[src/rtl/powertrain_state_ctrl_pkg.sv]
// Shared power-state codes and gear index constants for the powertrain controller.
package pwr_pkg;

  typedef enum logic [1:0] {
    PWR_OFF   = 2'd0,
    PWR_ACC   = 2'd1,
    PWR_CRANK = 2'd2,
    PWR_RUN   = 2'd3
  } pwr_state_e;

  localparam int GEAR_P  = 0;
  localparam int GEAR_R  = 1;
  localparam int GEAR_N  = 2;
  localparam int GEAR_D0 = 3;

  // P and R may only be engaged at standstill.
  function automatic logic gear_needs_stop(input int idx);
    return (idx == GEAR_P) || (idx == GEAR_R);
  endfunction

endpackage

[src/rtl/powertrain_state_ctrl_key_edge_sampler.sv]
// Samples the raw ignition key on tick_i and flags a rising edge between consecutive samples.
module key_edge_sampler (
  input  logic clk,
  input  logic rst_n,
  input  logic tick_i,
  input  logic key_i,
  output logic edge_o
);

  logic key_q, key_d;

  always_comb begin
    key_d = tick_i ? key_i : key_q;
  end

  always_ff @(posedge clk or negedge rst_n) begin
    if (!rst_n) key_q <= 1'b0;
    else        key_q <= key_d;
  end

  assign edge_o = tick_i & key_i & ~key_q;

endmodule

[src/rtl/powertrain_state_ctrl.sv]
// Ignition FSM (OFF/ACC/CRANK/RUN) plus interlocked gear arbiter.
// Define PWR_ACC_TIMEOUT_EN to auto-return from an idle ACC to OFF.
module powertrain_state_ctrl
  import pwr_pkg::*;
#(
  parameter int NUM_GEARS         = 4,
  parameter int GEAR_W            = 2,
  parameter int SPD_W             = 8,
  parameter int FUEL_W            = 8,
  parameter int CRANK_TICKS       = 8,
  parameter int ACC_TIMEOUT_TICKS = 600
) (
  input  logic                 clk,
  input  logic                 rst_n,
  input  logic                 tick_i,
  input  logic                 key_start,
  input  logic                 brake,
  input  logic [SPD_W-1:0]     speed,
  input  logic [FUEL_W-1:0]    fuel,
  input  logic [NUM_GEARS-1:0] gear_req,
  output logic [1:0]           power_state,
  output logic                 engine_on,
  output logic                 acc_on,
  output logic [GEAR_W-1:0]    gear_idx,
  output logic                 gear_changed,
  output logic                 gear_reject
);

  localparam int CW = $clog2(CRANK_TICKS + 1);

  pwr_state_e        state_q, state_d;
  logic [CW-1:0]     crank_q, crank_d;
  logic [GEAR_W-1:0] gear_q, gear_d, req_idx;
  logic              changed_q, changed_d, reject_q, reject_d, blocked_q, blocked_d;
  logic              key_edge, clean, found, want;

  key_edge_sampler u_key (
    .clk    (clk),
    .rst_n  (rst_n),
    .tick_i (tick_i),
    .key_i  (key_start),
    .edge_o (key_edge)
  );

`ifdef PWR_ACC_TIMEOUT_EN
  localparam int AW = $clog2(ACC_TIMEOUT_TICKS + 1);
  logic [AW-1:0] acc_q, acc_d;
`endif

  assign clean = key_edge & brake & (gear_q == GEAR_W'(GEAR_P)) & (fuel != '0);

  always_comb begin
    state_d = state_q;
    crank_d = crank_q;
    if (tick_i) begin
      unique case (state_q)
        PWR_OFF: if (key_edge) state_d = clean ? PWR_CRANK : PWR_ACC;
        PWR_ACC: begin
`ifdef PWR_ACC_TIMEOUT_EN
          if (clean)                                                 state_d = PWR_CRANK;
          else if (key_edge && !brake)                               state_d = PWR_OFF;
          else if (!key_edge && acc_q == AW'(ACC_TIMEOUT_TICKS - 1)) state_d = PWR_OFF;
`else
          if (clean)                   state_d = PWR_CRANK;
          else if (key_edge && !brake) state_d = PWR_OFF;
`endif
        end
        // Abort is checked first so it beats completion on the same tick.
        PWR_CRANK: begin
          crank_d = crank_q + 1'b1;
          if (!brake || fuel == '0)                state_d = PWR_ACC;
          else if (crank_q == CW'(CRANK_TICKS - 1)) state_d = PWR_RUN;
        end
        PWR_RUN: begin
          if (fuel == '0)                       state_d = PWR_ACC;
          else if (key_edge && speed == '0)     state_d = PWR_OFF;
        end
        default: state_d = PWR_OFF;
      endcase
    end
    if (state_d == PWR_CRANK && state_q != PWR_CRANK) crank_d = '0;
  end

`ifdef PWR_ACC_TIMEOUT_EN
  always_comb begin
    acc_d = acc_q;
    if (state_d != PWR_ACC) acc_d = '0;
    else if (tick_i)        acc_d = key_edge ? '0 : acc_q + 1'b1;
  end
`endif

  // Lowest set request bit wins; a blocked request pulses reject only when it first appears.
  always_comb begin
    found   = 1'b0;
    req_idx = '0;
    for (int i = 0; i < NUM_GEARS; i++) begin
      if (!found && gear_req[i]) begin
        found   = 1'b1;
        req_idx = GEAR_W'(i);
      end
    end
    want      = found && (req_idx != gear_q);
    blocked_d = want && gear_needs_stop(int'(req_idx)) && (speed != '0);
    changed_d = want && !blocked_d;
    reject_d  = blocked_d && !blocked_q;
    gear_d    = changed_d ? req_idx : gear_q;
  end

  always_ff @(posedge clk or negedge rst_n) begin
    if (!rst_n) begin
      state_q   <= PWR_OFF;
      crank_q   <= '0;
      gear_q    <= GEAR_W'(GEAR_P);
      changed_q <= 1'b0;
      reject_q  <= 1'b0;
      blocked_q <= 1'b0;
`ifdef PWR_ACC_TIMEOUT_EN
      acc_q     <= '0;
`endif
    end else begin
      state_q   <= state_d;
      crank_q   <= crank_d;
      gear_q    <= gear_d;
      changed_q <= changed_d;
      reject_q  <= reject_d;
      blocked_q <= blocked_d;
`ifdef PWR_ACC_TIMEOUT_EN
      acc_q     <= acc_d;
`endif
    end
  end

  assign power_state  = state_q;
  assign engine_on    = (state_q == PWR_RUN);
  assign acc_on       = (state_q != PWR_OFF);
  assign gear_idx     = gear_q;
  assign gear_changed = changed_q;
  assign gear_reject  = reject_q;

endmodule
[config.mk]
export PLATFORM = sky130hd
export DESIGN_NAME = powertrain_state_ctrl
export DESIGN_NICKNAME = d
export VERILOG_FILES = /design/src/rtl/powertrain_state_ctrl_pkg.sv /design/src/rtl/powertrain_state_ctrl_key_edge_sampler.sv /design/src/rtl/powertrain_state_ctrl.sv
export SDC_FILE = /design/constraint.sdc
export NUM_CORES = 1
export LEC_CHECK = 0
export ABC_CLOCK_PERIOD_IN_PS = 2500
export CELL_PAD_IN_SITES_DETAIL_PLACEMENT = 1
export CELL_PAD_IN_SITES_GLOBAL_PLACEMENT = 1
export CORE_UTILIZATION = 31
export CTS_BUF_LIST = sky130_fd_sc_hd__clkbuf_8 sky130_fd_sc_hd__clkbuf_16
export DETAILED_ROUTE_END_ITERATION = 6
export HOLD_SLACK_MARGIN = 0.03
export PLACE_DENSITY_LB_ADDON = 0.1
export SLEW_MARGIN = 20
export SYNTH_ARGS = -nofsm -noshare
export SYNTH_HDL_FRONTEND = slang
export SYNTH_SLANG_ARGS = --single-unit
[constraint.sdc]
create_clock -name clk -period 2.5 [get_ports clk]
set_clock_uncertainty 0.05 [all_clocks]
set_input_delay 0.375 -clock clk [delete_from_list [all_inputs] [get_ports clk]]
set_output_delay 0.375 -clock clk [all_outputs]
set_load 0.02 [all_outputs]
==> summary.md <==
| Metric | Value |
|---|---|
| Total track usage | 16.9% |
| ANT cells | 0 |
| Post-Route Setup TNS | 0 ns |
| Largest area contributor in the netlist | dfrtp_1 |
| WL/cell | 12.8 um |
| Skew-Pair Late Insertion Delay | 0.23 ns |
| Max Freq | 0.513 GHz |
| Via count | 728 |
| Crit path max fanout | 9 |
| Max Root-Sink Buffers | 2 |
| Clock transition at path regs | 0.05 ns |
| Ys Warns | 0 |
| H-tree depth | 1 |
| Post-synth top area share | 42.0% |
| Yosys cell types | 34 |
| Overflow after GRT | 0 |
| Layout cells sized above 1 | 8.77% |
| Core area | 2190 sq um |
| Postcts setup bufs | 0 |
| Post-layout min period | 1.95 ns |
| # hold bufs at CTS | 0 |
| DRT Pass-1 Iters | 3 |
| Residual DRC | 0 |
| WS Path Type | flop to output port |
| Hold Vio Cnt, Final | 0 |
| Avg Cell Area, Syn | 9.04 sq um |
| Slew Limit Headroom | 63.2% |
| Routed WL | 1.82 mm |
| CTS resizes | 0 |
| CTS tree | yes |
| Antenna violations before repair | 0 |
| Via/cell ratio | 5.13 |
| Detailed Place HPWL | 1.51 mm |
| Die Y | 50.0 um |
| I/O Buffers | 32 |
| Total power | 0.000876 W |
| Cell area after synthesis | 714 sq um |
| CP Data Required Time | 2.08 ns |
| Leakage | 0.456 nW |
| Clock Root Buffer | clkbuf_8 |
| Starting Density | 32.6% |
| Layout area overhead | 55.9% |
| Final period util | 78.0% |
| Crit path arrival time | 1.53 ns |
| Post-DRT Antenna Nets | 0 |
| Pwr per Cell Area | 786 nW/um^2 |
| Die Area | 2500 sq um |
| RSZ-0062 raised after global routing | no |
| Worst-margin pin slew | 0.551 ns |
| Final Setup Violations | 0 |
| HP Class | flop to flop |
| Final net count | 142 |
| Status | completed |
| Register area share after synthesis | 42.0% |
| Detailed Route Iter0 Violations | 3 |
| Critical Path Sink Type | output port |
| Horiz. Die Dim | 50.0 um |
| Cells taking the most area after synthesis | dfrtp_1 (42%), nor2_1 (5.3%), o21ai_0 (4.9%) |
| Io pins | 33 |
| Mapped Cells | 79 |
| Post-Syn Nets | 105 |
| Largest net degree at the start of global routing | 13 |
| GP Congestion | 0.724 |
| Crit path launch type | flop |
| #FFs+latches synth | 12 |
| Rows | 17 |
| Clock tree sinks | 12 |
| Max rail drop VDD | 0.443 mV |
| CTS Buf Count | 3 |
| FILL cells | 266 |
| Vias in the first global route | 732 |
| MaxCap Viol Count | 0 |
| Final slew viol count | 0 |
| First-pass GRT wire length | 3.24 mm |
[synthesized netlist by cell type]
| library cell | count |
|---|---|
| o211ai_1 | 2 |
| a21o_1 | 1 |
| and3_4 | 1 |
| o21ai_0 | 7 |
| buf_2 | 1 |
| o311ai_1 | 1 |
| xnor2_1 | 1 |
| nand3b_1 | 3 |
| a31o_1 | 1 |
| o311a_1 | 1 |
| dfrtp_1 | 12 |
| nand4_1 | 2 |
| or3_1 | 1 |
| a21bo_2 | 1 |
| nor4_1 | 2 |
| and2_1 | 1 |
| xor2_1 | 2 |
| ha_1 | 1 |
| nor2b_1 | 1 |
| a22o_1 | 1 |
| o21bai_1 | 1 |
| nor3_1 | 3 |
| nor3_2 | 1 |
| nand2b_1 | 1 |
| or4_1 | 3 |
| inv_2 | 1 |
| and3b_1 | 1 |
| o221a_2 | 1 |
| mux2i_1 | 1 |
| or2_2 | 1 |
| o311ai_0 | 1 |
| nor2_1 | 10 |
| nand2_1 | 8 |
| inv_1 | 3 |
[cells by family (layout without fill, tap and decap cells)]
family                   Yosys count  count (layout)  share of synthesized area [%]
multiplexers                       1               1                           1.40
AO/OA/AOI/OAI                     18              18                           18.4
flip-flops                        12              12                           42.0
XOR/XNOR                           3               3                           3.68
adder cells (fa/ha/maj)            1               1                           1.75
buffers and inverters              5              40                           2.80
AND/OR/NAND/NOR                   39              39                           29.9
[power by group]
| part | switching [W] | total, W | internal (W) | leakage, nW |
|---|---|---|---|---|
| registers | 0.0000715 | 0.000322 | 0.000250 | 0.152 |
| logic | 0.000176 | 0.000386 | 0.000210 | 0.282 |
| clock network | 0.0000622 | 0.000168 | 0.000105 | 0.0216 |
| total | 0.000310 | 0.000876 | 0.000566 | 0.456 |
[placed cells by master (no fill, tap or decap), drive strengths merged, types with 2 or more instances in the layout]
cell and instances:
nor2 10, clkbuf 3, or4 3, o21ai 7
nand3b 3, inv 4, nand4 2, clkdlybuf4s50 32
nor4 2, o211ai 2, nor3 4, xor2 2
dfrtp 12, nand2 8, o311ai 2
[cell type report]
class	count	area, sq um	area share, %
multi-input combinational	62	394	35.4
timing repair buffer	33	328	29.4
sequential	12	300	27.0
clock buffer	3	41.3	3.71
tap	28	35.0	3.15
inverter	4	15.0	1.35
[final timing paths]
check                                     from          end  slack, ns  cells past startpoint
worst max-delay path            power_state[1]    engine_on       0.55                      2
worst min-delay path                 blocked_q  gear_reject       0.35                      1
worst max register to register     gear_idx[1]  gear_idx[0]       0.84                      5
worst min register to register       blocked_q  gear_reject       0.35                      1
max in group asynchronous                rst_n   crank_q[1]       1.58                      1
min in group asynchronous                rst_n  gear_idx[0]       0.45                      1
[critical path, stage by stage (launching register included)]
cell	delay, ns
dfrtp_1	0.50
and2_1	0.19
clkdlybuf4s50_1	0.60
[per-stage QoR]
step | hold slack (ns) | instance area (sq um) | cells | util [%] | worst slack (ns)
finish | 0.352 | 1110 | 142 | 50.8 | 0.549
global route | 0.372 | 1110 | 142 | 50.8 | 0.414
CTS | 0.354 | 1110 | 142 | 50.8 | 0.534
detailed placement | 0.347 | 1070 | 139 | 48.9 | 0.299
global placement | 0.345 | 1070 | 139 | 48.9 | 0.333
floorplan | 0.0294 | 714 | 79 | - | 0.807
[metal layers]
| metal | vias up | wire length [um] | share of wire [%] | GRT usage [%] |
|---|---|---|---|---|
| met5 | - | 0 | 0 | 0 |
| met4 | 0 | 12 | 0.66 | 4.29 |
| met3 | 2 | 86 | 4.7 | 5.25 |
| met2 | 19 | 926 | 51 | 29.3 |
| met1 | 346 | 790 | 44 | 19.8 |
| li1 | 361 | - | - | - |
[state kept, by name (all words and copies together) (netlist names)]
name	count
crank_q	4
gear_idx	2
power_state	2
blocked_q	1
gear_changed	1
gear_reject	1
u_key.key_q	1
(Power assumes the default switching activity.)
